--- src/rtl/lram_writer_pkg.sv ---
// Shared constants, FSM state type and INIT bit-plane helper for the LUTRAM writer.
package lram_writer_pkg;

   localparam int unsigned DEPTH  = 64;
   localparam int unsigned ADDR_W = 6;
   localparam int unsigned DATA_W = 8;

   typedef enum logic [1:0] {
      ST_IDLE = 2'd0,
      ST_LOAD = 2'd1,
      ST_DONE = 2'd2
   } state_t;

   // RAM64M8 stores bit b of every byte in its own 64-bit INIT plane.
   function automatic logic [DEPTH-1:0] init_plane(input logic [DEPTH*DATA_W-1:0] init,
                                                   input int unsigned b);
      logic [DEPTH-1:0] p;
      p = '0;
      for (int unsigned k = 0; k < DEPTH; k++)
         p[k] = init[DATA_W*k + b];
      return p;
   endfunction

endpackage

--- src/rtl/lram_array.sv ---
// 64x8 LUTRAM built from one placed RAM64M8; all ports share a single address.
import lram_writer_pkg::*;

module lram_array #(
   parameter LOC = "SLICE_X1Y1",
   parameter logic [DEPTH*DATA_W-1:0] INIT = '0
) (
   input  logic              clock,
   input  logic              we,
   input  logic [ADDR_W-1:0] addr,
   input  logic [DATA_W-1:0] wdata,
   output logic [DATA_W-1:0] rdata
);

   (* LOC = LOC, BEL = "H6LUT" *)
   RAM64M8 #(
      .INIT_A(init_plane(INIT, 0)),
      .INIT_B(init_plane(INIT, 1)),
      .INIT_C(init_plane(INIT, 2)),
      .INIT_D(init_plane(INIT, 3)),
      .INIT_E(init_plane(INIT, 4)),
      .INIT_F(init_plane(INIT, 5)),
      .INIT_G(init_plane(INIT, 6)),
      .INIT_H(init_plane(INIT, 7))
   ) u_ram (
      .DOA  (rdata[0]),
      .DOB  (rdata[1]),
      .DOC  (rdata[2]),
      .DOD  (rdata[3]),
      .DOE  (rdata[4]),
      .DOF  (rdata[5]),
      .DOG  (rdata[6]),
      .DOH  (rdata[7]),
      .DIA  (wdata[0]),
      .DIB  (wdata[1]),
      .DIC  (wdata[2]),
      .DID  (wdata[3]),
      .DIE  (wdata[4]),
      .DIF  (wdata[5]),
      .DIG  (wdata[6]),
      .DIH  (wdata[7]),
      .ADDRA(addr),
      .ADDRB(addr),
      .ADDRC(addr),
      .ADDRD(addr),
      .ADDRE(addr),
      .ADDRF(addr),
      .ADDRG(addr),
      .ADDRH(addr),
      .WE   (we),
      .WCLK (clock)
   );

endmodule

--- src/rtl/ram64m8.sv ---
// Behavioural model of the RAM64M8 LUTRAM primitive: 8 x 64-bit planes, sync write, async read.
module RAM64M8 #(
   parameter logic [63:0] INIT_A = 64'h0,
   parameter logic [63:0] INIT_B = 64'h0,
   parameter logic [63:0] INIT_C = 64'h0,
   parameter logic [63:0] INIT_D = 64'h0,
   parameter logic [63:0] INIT_E = 64'h0,
   parameter logic [63:0] INIT_F = 64'h0,
   parameter logic [63:0] INIT_G = 64'h0,
   parameter logic [63:0] INIT_H = 64'h0
) (
   output logic       DOA,
   output logic       DOB,
   output logic       DOC,
   output logic       DOD,
   output logic       DOE,
   output logic       DOF,
   output logic       DOG,
   output logic       DOH,
   input  logic       DIA,
   input  logic       DIB,
   input  logic       DIC,
   input  logic       DID,
   input  logic       DIE,
   input  logic       DIF,
   input  logic       DIG,
   input  logic       DIH,
   input  logic [5:0] ADDRA,
   input  logic [5:0] ADDRB,
   input  logic [5:0] ADDRC,
   input  logic [5:0] ADDRD,
   input  logic [5:0] ADDRE,
   input  logic [5:0] ADDRF,
   input  logic [5:0] ADDRG,
   input  logic [5:0] ADDRH,
   input  logic       WE,
   input  logic       WCLK
);

   logic [63:0] mem_a = INIT_A;
   logic [63:0] mem_b = INIT_B;
   logic [63:0] mem_c = INIT_C;
   logic [63:0] mem_d = INIT_D;
   logic [63:0] mem_e = INIT_E;
   logic [63:0] mem_f = INIT_F;
   logic [63:0] mem_g = INIT_G;
   logic [63:0] mem_h = INIT_H;

   // The write address of every plane is ADDRH, as on the real primitive.
   always_ff @(posedge WCLK) begin
      if (WE) begin
         mem_a[ADDRH] <= DIA;
         mem_b[ADDRH] <= DIB;
         mem_c[ADDRH] <= DIC;
         mem_d[ADDRH] <= DID;
         mem_e[ADDRH] <= DIE;
         mem_f[ADDRH] <= DIF;
         mem_g[ADDRH] <= DIG;
         mem_h[ADDRH] <= DIH;
      end
   end

   assign DOA = mem_a[ADDRA];
   assign DOB = mem_b[ADDRB];
   assign DOC = mem_c[ADDRC];
   assign DOD = mem_d[ADDRD];
   assign DOE = mem_e[ADDRE];
   assign DOF = mem_f[ADDRF];
   assign DOG = mem_g[ADDRG];
   assign DOH = mem_h[ADDRH];

endmodule

--- src/rtl/lram_writer.sv ---
// Streams a session of len+1 bytes into a LUTRAM, then frees the RAM for reads.
import lram_writer_pkg::*;

module lram_writer #(
   parameter LOC = "SLICE_X1Y1",
   parameter logic [511:0] INIT = 512'h0
) (
   input  logic       clock,
   input  logic       reset,
   input  logic       start,
   input  logic [5:0] len,
   input  logic       in_valid,
   input  logic [7:0] in_data,
   output logic       in_ready,
   output logic       busy,
   output logic       done,
   output logic [6:0] count,
   input  logic [5:0] addr,
   output logic [7:0] data
);

   state_t            state;
   logic [ADDR_W-1:0] wr_ptr;
   logic [ADDR_W-1:0] len_latched;
   logic [ADDR_W-1:0] ram_addr;
   logic              we;

   // in_ready is a registered copy of (state == ST_LOAD), so it gates the write directly.
   assign we       = in_ready & in_valid;
   assign ram_addr = busy ? wr_ptr : addr;

   always_ff @(posedge clock) begin
      if (reset) begin
         state       <= ST_IDLE;
         wr_ptr      <= '0;
         count       <= '0;
         len_latched <= '0;
         busy        <= 1'b0;
         done        <= 1'b0;
         in_ready    <= 1'b0;
      end else begin
         case (state)
            ST_IDLE: begin
               done <= 1'b0;
               if (start) begin
                  len_latched <= len;
                  wr_ptr      <= '0;
                  count       <= '0;
                  busy        <= 1'b1;
                  in_ready    <= 1'b1;
                  state       <= ST_LOAD;
               end
            end
            ST_LOAD: begin
               if (in_valid) begin
                  count <= count + 7'd1;
                  // Pointer holds on the final byte so a 64-byte session never wraps.
                  if (wr_ptr == len_latched) begin
                     in_ready <= 1'b0;
                     done     <= 1'b1;
                     state    <= ST_DONE;
                  end else begin
                     wr_ptr <= wr_ptr + 6'd1;
                  end
               end
            end
            ST_DONE: begin
               done  <= 1'b0;
               busy  <= 1'b0;
               state <= ST_IDLE;
            end
            default: begin
               busy     <= 1'b0;
               done     <= 1'b0;
               in_ready <= 1'b0;
               state    <= ST_IDLE;
            end
         endcase
      end
   end

   lram_array #(
      .LOC (LOC),
      .INIT(INIT)
   ) u_array (
      .clock(clock),
      .we   (we),
      .addr (ram_addr),
      .wdata(in_data),
      .rdata(data)
   );

endmodule

--- config.mk ---
export PLATFORM = sky130hd
export DESIGN_NAME = lram_writer
export DESIGN_NICKNAME = d
export VERILOG_FILES = /design/src/rtl/lram_writer_pkg.sv /design/src/rtl/lram_array.sv /design/src/rtl/ram64m8.sv /design/src/rtl/lram_writer.sv
export SDC_FILE = /design/constraint.sdc
export NUM_CORES = 1
export LEC_CHECK = 0
export CAP_MARGIN = 10
export CORE_MARGIN = 3
export CORE_UTILIZATION = 28
export DETAILED_ROUTE_END_ITERATION = 16
export SLEW_MARGIN = 10
export SYNTH_ARGS = -nofsm -noshare
export SYNTH_HDL_FRONTEND = slang
export SYNTH_HIERARCHICAL = 1
export SYNTH_SLANG_ARGS = --single-unit
--- constraint.sdc ---
create_clock -name clock -period 5.3 [get_ports clock]
set_clock_uncertainty 0.15 [all_clocks]
set_input_delay 1.59 -clock clock [delete_from_list [all_inputs] [get_ports clock]]
set_output_delay 1.59 -clock clock [all_outputs]
set_load 0.05 [all_outputs]
[Word-level counts from Yosys, hierarchy flattened]
Index checks and enable logic that the tools add are counted.
Operators by class
  equal/unequal tests: 7
  reductions and logical operators: 11
  bitwise logic cells: 3
  mux-type cells: 43
  $add $sub $neg: 2
  $lt $le $gt $ge: 2
Operators by type and width (number)
  $bwmux 64: 8
  $bmux 1 s6: 8
  $mux 6: 4
  $mux 7: 2
  $pmux 7 s2: 1
  $mux 1: 12
  $pmux 6 s2: 1
  $ne 2x2->1 const B: 4
  $reduce_and 4->1: 2
  $add 7x1->7 const B: 1
  $lt 6x7->1 const B: 1
  $add 6x1->6 const B: 1
  $demux 1 s6: 1
  $eq 6x6->1: 1
  $ge 6x1->1 const B: 1
  $mux 2: 3
  $reduce_and 2->1: 3
  $reduce_and 3->1: 2
  $pmux 2 s2: 1
  $pmux 1 s3: 1
  $eq 2x1->1 const B: 1
  $eq 2x2->1 const B: 1
  $logic_not 2->1: 1
  $not 1->1: 2
  other kinds (5): 5
Word-level totals
  input bits: 24
  word-level logic and storage cells: 83
  output and inout port bits: 18
  register bits: 536

[Logic depth before layout (Yosys ltp)]
Gate-level depths: netlist (run 1).
  word-level depth: 6
  depth in mapped cells: 10
  gate-level depth less buffers: 6

[Hierarchy]
The synthesis (run 1) kept the hierarchy.
Modules (own cells, without submodules)
  RAM64M8: times used 1, sequential area each 15374.7 sq um, cells an instance 983, area an instance 20078.0 sq um
  lram_writer: times used 1, sequential area each 480.5 sq um, cells an instance 131, area an instance 1179.9 sq um

[Worst setup path after synthesis (run 1)]
No wires, ideal clock.
  path type: input -> output
  start point: input port addr[1]
  end point: output port data[5]
  path buffers: 2
  stages: 8
  data arrival time: 4156 ps
  slack: -596 ps
  required time: 3560 ps
  path through: mux2_2 -> clkbuf_1 -> clkbuf_1 -> mux4_2 -> mux2i_1 -> nand3_1 -> o211ai_1 -> o21ai_0
Between the ends
  cells in the longest elaborated chain, start to end: 3
RTL lines
  start, declared: line lram_writer.sv:18  | input logic [5:0] addr,
  $mux 6: line lram_writer.sv:30  | assign ram_addr = busy ? wr_ptr : addr;
  $bmux 1 s6: line ram64m8.sv:68  | assign DOF = mem_f[ADDRF];
  $mux 1 (not written as such): line ram64m8.sv:68
  end, declared: line lram_writer.sv:19  | output logic [7:0] data
Every way passes these cells. The select of a mux whose other input is x is not followed.

[Final worst setup path (run 1)]
  start point: input port addr[0]
  end point: output port data[7]
Between the ends
  cells in the longest elaborated chain, start to end: 3
RTL lines
  $mux 6: line lram_writer.sv:30
  named net ram_addr[0]: line lram_writer.sv:25  | logic [ADDR_W-1:0] ram_addr;
  $bmux 1 s6: line ram64m8.sv:70  | assign DOH = mem_h[ADDRH];
  $mux 1 (not written as such): line ram64m8.sv:70
The timed path passes the listed nets, and every way through them passes these cells. The select of a mux whose other input is x is not followed.

==> results.tsv, run 1 <==
metric	value	unit
status	finished with violations	
failing checks	setup timing	
hold path start	count[6]	
gr ovfl total	0	
total of max-cap violations	0	
worst r2r path cells	9	
DR pass1 iterations	5	
most frequent cells in the layout	edfxtp_1, buf_4, mux4_2	
final hold vios	0	
switch share	24.0	%
Final nets	1381	
WHS Endpoint	count[6]	
Syn Area/Cell	19.1	um2
antenna violations before repair	0	
Skew-Pair Late Insertion Delay	0.61	ns
Comb power frac	12.2	%
vias in the first global route	11700	
max-slew violations	0	
ant diodes	0	
Post-synth EDFFs	512	
largest net degree at the start of global routing	65	
drt total wl	52700	um
I/O pin count	42	
DRC	0	
power density over the cells	357	nW/um2
internal power	7.18	mW
Lkg Pwr	8.55	nW
TritonCTS Sinks	536	
final setup TNS	-2.57	ns
number of vias per cell	4.87	
yosys warns	6	
design area	26400	um2
share of cells above drive strength 1	34.1	%
all-layer global routing usage	13.3	%
Reg clk slew, reported paths	0.06	ns
CTS tree	yes	
switching power	2.26	mW
first-pass GRT wire length	78500	um
Post-Synthesis Net Count	1140	
Peak supply drop	334	uV
Worst-Margin Slew	1.20	ns
clk root buf	clkbuf_16	
CORE AREA	74800	um2
PortBufs	41	
Fill cells	6982	
Placed Area	24200	um2
worst hold margin	0.363	ns
slew margin rel.	20.1	%
# rows	100	
Syn Std Cell Area	21300	um2
Worst Path Max Fanout	7	
Num CTS Buffers	53	
Period minus WS final	5.73	ns
Non-Filler Instances	2369	
DR vias	11500	
area grow syn2layout	24.3	%
commonest non-fill, non-tap cell in the layout	edfxtp_1	
Synth Register Bits	536	
R2R setup slack	2.07	ns
DP Worst Slack	-1.09	ns
Worst EP required	3.56	ns
Final ANT Viol Nets	0	
final period utilization	108	%
hold_buf cts	0	
routability cong.	0.815	
origin of the critical flop-to-flop path	busy	
Die Span X	282	um
die height	282	um
Die ar.	79300	um2
Tot Pwr	9.44	mW
Clk pwr share	38.3	%
Flop pwr share	49.5	%
r2r endpoint	u_array/u_ram/mem_f[50]	
library cells used by synthesis	53	
unrepaired setup endpoints after global routing	true	
Util after Layout	35.3	%
cell count after synthesis	1114	
Tightest Hold Check Type	reg2reg	
post-synthesis sequential area ratio	74.6	%
DP Wirelength	33700	um
WL per Instance	22.2	um
Synth async-reset ratio	0	%
Critical Path Source Type	input port	
# setup viols final	8	
Hold Path Cell Cnt	2	
# placed instances	2252	
initial core utilization	28.4	%
crit path DAT	3.99	ns
predominant post-synthesis flop cell	edfxtp_1	
nature of the critical path endpoint	output port	
H-tree lvl count	2	
Crit Path Class	in2out	
initial DRC count	1064	
PnR worst setup slack	-0.428	ns
Fmax	0.175	GHz
CTS max path bufs	3	
## registers in the layout (all words and copies together) (netlist names), 6 cells and up
name and flops:
u_array/u_ram/mem_a 64, u_array/u_ram/mem_c 64, u_array/u_ram/mem_h 64, u_array/u_ram/mem_d 64, u_array/u_ram/mem_g 64, u_array/u_ram/mem_e 64, wr_ptr 6, len_latched 6
u_array/u_ram/mem_b 64, u_array/u_ram/mem_f 64, count 7
## worst max-delay path by stage
stage,from,end,depth (start not counted)
global placement,addr[0],data[6],10
floorplan,addr[0],data[2],7
finish,addr[0],data[7],9
CTS,addr[0],data[7],9
global route,addr[0],data[7],9
detailed placement,addr[0],data[6],10
## final cells by class
cell class	instances	area, um2	area share, %
clock buffers	63	1360	5.16
clock inverters	37	309	1.17
well taps	969	1210	4.59
multi-input cells	509	5420	20.5
inverters	15	56.3	0.213
repair buffers	240	2210	8.36
flip-flops and latches	536	15900	60.0
## cell usage after synthesis, types with 8 or more instances
master	n	area [um2]
mux2i_1	49	490
buf_1	9	33.8
nor2b_1	19	119
edfxtp_1	512	15400
nand2b_1	10	62.6
dfxtp_1	24	480
buf_2	20	100
nand2_1	35	131
o211ai_1	9	67.6
nor2_1	93	349
a21oi_1	22	110
nor3_1	12	60.1
xor2_1	8	70.1
mux4_2	120	2700
clkbuf_1	25	93.8
inv_1	15	56.3
o21ai_0	11	55.1
a22oi_1	9	67.6
mux2_2	9	101
nand3_1	25	125
## power groups by stage
| stage | Clock (mW) | Combinational [mW] | Sequential, mW |
|---|---|---|---|
| 2_1_floorplan | 0 | 0.558 | 4.77 |
| 3_3_place_gp | 0 | 1.03 | 4.76 |
| 5_1_grt | 3.88 | 1.22 | 4.68 |
| 4_1_cts | 3.70 | 1.14 | 4.68 |
| 3_5_place_dp | 0 | 1.04 | 4.76 |
| 6_report | 3.62 | 1.15 | 4.68 |
## metal layers
metal | GRT usage (%) | up-vias | share of wire, %
met5 | 0 | - | 0
met4 | 3.12 | 0 | 1.7
met3 | 2.97 | 64 | 7.6
met2 | 20.8 | 411 | 46
met1 | 19.1 | 6043 | 44
li1 | - | 5008 | -
## timing repair
| item | 4_1_cts | 5_1_grt |
|---|---|---|
| hold endpoints to repair | 0 | 0 |
| resized for setup | 72 | 29 |
| endpoints found under the setup margin | 8 | 8 |
| buffers inserted | 11 | 2 |
| gates cloned | 6 | 0 |
| pin swaps | 23 | 13 |
## kinds of logic after synthesis
group	share of synthesized area, %
AOI/OAI and AO/OA	2.83
muxes	15.5
xor gates and xnor gates	0.453
buffers and inverters	1.48
DFF	74.6
adders and majority gates	0.118
and+or+nand+nor	5.04
## critical path, cell delays in order
cell and delay [ns]:
buf_8 0.11, mux2_8 0.37, buf_6 0.14, mux4_2 0.45
nand2_2 0.08, a21oi_2 0.06, or3_4 0.39, or4_4 0.60
buf_8 0.18
Power figures use the tool's default switching activity.
==> inputs of run 2 (changes only) <==
--- a/config.mk
+++ b/config.mk
@@ -8,7 +8,9 @@
 export CAP_MARGIN = 10
 export CORE_MARGIN = 3
 export CORE_UTILIZATION = 28
+export CTS_CLUSTER_SIZE = 14
 export DETAILED_ROUTE_END_ITERATION = 16
+export PLACE_DENSITY = 0.47
 export SLEW_MARGIN = 10
 export SYNTH_ARGS = -nofsm -noshare
 export SYNTH_HDL_FRONTEND = slang
==> run 2 against run 1 <==
Effect of this change: the flow still finishes with violations (setup timing); worst setup slack improved by 0.12 ns; sequential share of layout area decreased by 2.0 points; via count increased by 1.8%; register-to-register slack improved by 0.08 ns; critical path type unchanged; largest cell class unchanged; largest power group unchanged; highest routed layer is now met5.
==> results.tsv, run 2 (same netlist as run 1, synthesis figures left out) <==
metric	value	unit	change
ant diodes	0		unchanged
PortBufs	41		unchanged
gr ovfl total	0		unchanged
commonest non-fill, non-tap cell in the layout	edfxtp_1		
worst hold margin	0.369	ns	+0.00672 ns
power density over the cells	364	nW/um2	+1.9%
# rows	100		unchanged
# setup viols final	8		unchanged
DR vias	11700		+1.8%
CORE AREA	74800	um2	unchanged
DR pass1 iterations	5		unchanged
vias in the first global route	12100		+3.7%
Fmax	0.178	GHz	+2.2%
nature of the critical path endpoint	output port		
die height	282	um	unchanged
number of vias per cell	4.85		-0.31%
Reg clk slew, reported paths	0.06	ns	about the same
Worst EP required	3.56	ns	about the same
largest net degree at the start of global routing	44		-32%
Num CTS Buffers	56		+5.7%
antenna violations before repair	1		+1
hold_buf cts	0		unchanged
r2r endpoint	u_array/u_ram/mem_f[11]		
Tot Pwr	9.95	mW	+5.4%
R2R setup slack	2.15	ns	+0.08 ns
failing checks	setup timing		
DP Wirelength	36800	um	+9.3%
hold path start	count[6]		
area grow syn2layout	28.5	%	
H-tree lvl count	2		unchanged
all-layer global routing usage	14.8	%	+1.5 points
area of the multi-input gates	5630	um2	+3.9%
PnR worst setup slack	-0.307	ns	+0.121 ns
origin of the critical flop-to-flop path	busy		
worst r2r path cells	8		-1
Placed Area	24400	um2	+0.69%
drt total wl	58200	um	+10%
Worst Path Max Fanout	5		-2
initial DRC count	1087		+2.2%
Period minus WS final	5.61	ns	-0.121 ns
DRC	0		unchanged
Critical Path Source Type	input port		
status	finished with violations		
Lkg Pwr	8.97	nW	+4.8%
first-pass GRT wire length	85300	um	+8.7%
I/O pin count	42		unchanged
Die Span X	282	um	unchanged
CTS max path bufs	3		unchanged
Final nets	1434		+3.8%
total of max-cap violations	0		unchanged
most frequent cells in the layout	edfxtp_1, buf_4, mux4_2		
Tightest Hold Check Type	reg2reg		
final period utilization	106	%	-2.3 points
TritonCTS Sinks	536		unchanged
routability cong.	0.778		-4.5%
Die ar.	79300	um2	unchanged
Fill cells	6936		-0.66%
Worst setup startpoint	addr[1]		
Crit Path Class	in2out		
unrepaired setup endpoints after global routing	true		
Skew-Pair Late Insertion Delay	0.61	ns	about the same
design area	27300	um2	+3.4%
Reg area	15900	um2	unchanged
crit path DAT	3.87	ns	-0.12 ns
Peak supply drop	293	uV	-12%
Worst-Margin Slew	1.00	ns	-0.198 ns
final hold vios	0		unchanged
CTS tree	yes		
clk root buf	clkbuf_16		
initial core utilization	28.4	%	unchanged
share of cells above drive strength 1	38.5	%	+4.3 points
max-slew violations	0		unchanged
worst setup path endpoint	data[7]		
Final ANT Viol Nets	0		unchanged
slew margin rel.	33.3	%	+13 points
WL per Instance	24.0	um	+8.0%
-- run 2: cell types whose count changed in the layout (fill, tap and decap cells not counted), sizes merged --
| cell | before | now |
|---|---|---|
| clkdlybuf4s15 | 1 | 0 |
| buf | 217 | 266 |
| clkinvlp | 1 | 5 |
| bufbuf | 0 | 1 |
| clkinv | 31 | 18 |
| bufinv | 3 | 7 |
| mux2 | 12 | 13 |
| clkbuf | 63 | 69 |
-- run 2: critical path, stage by stage --
cell and delay, ns:
buf_4 0.15, mux2_4 0.32, buf_4 0.15, buf_4 0.14
nor2b_1 0.14, buf_4 0.16, a22o_1 0.19, a22oi_2 0.17
o22ai_2 0.11, or4_4 0.56, buf_8 0.18
-- run 2: worst min-delay path by stage --
stage | end | slack, ns | depth (start not counted)
after floorplan | len_latched[4] | 0.33 | 2
after global placement | count[6] | 0.35 | 2
after detailed placement | done | 0.36 | 2
after CTS | done | 0.37 | 2
after global routing | count[6] | 0.40 | 2
final | count[6] | 0.37 | 2
-- run 2: per-stage QoR --
| stage | std cells | setup WS, ns | TNS (ns) | util (%) |
|---|---|---|---|---|
| 3_3_place_gp | 2276 | -1.04 | -7.27 | 32.6 |
| 3_5_place_dp | 2276 | -0.992 | -7.13 | 32.6 |
| 5_1_grt | 2420 | -0.334 | -2.19 | 36.5 |
| 6_report | 2420 | -0.307 | -1.82 | 36.5 |
| 2_1_floorplan | 1114 | -0.186 | -0.673 | - |
| 4_1_cts | 2409 | -0.311 | -2.10 | 36.2 |
-- run 2: per-layer routing --
| metal | global-route usage (%) | routed length [um] | up-vias |
|---|---|---|---|
| met4 | 3.49 | 1120 | 2 |
| met2 | 22.8 | 26300 | 257 |
| li1 | - | - | 5126 |
| met3 | 2.38 | 2620 | 75 |
| met1 | 22.0 | 28200 | 6278 |
| met5 | 0 | 11 | - |
-- run 2: final cells by class --
class                   instances  area share [%]
flip-flops and latches        536            58.0
multi-input cells             510            20.6
repair buffers                289            9.97
clock buffers                  69            5.38
well taps                     969            4.44
clock inverters                32            1.37
inverters                      15           0.220
-- run 2: power breakdown --
part / leakage (nW) / internal, mW / switching (mW)
clock: 0.890 / 2.32 / 1.67
sequential: 4.80 / 4.66 / 0.0171
combinational: 3.28 / 0.603 / 0.690
-- run 2: timing repair --
item	in CTS	in global routing
buffers inserted	26	12
pin swaps	28	16
gates resized for setup	115	37
endpoints found under the setup margin	8	8
gates cloned	10	0
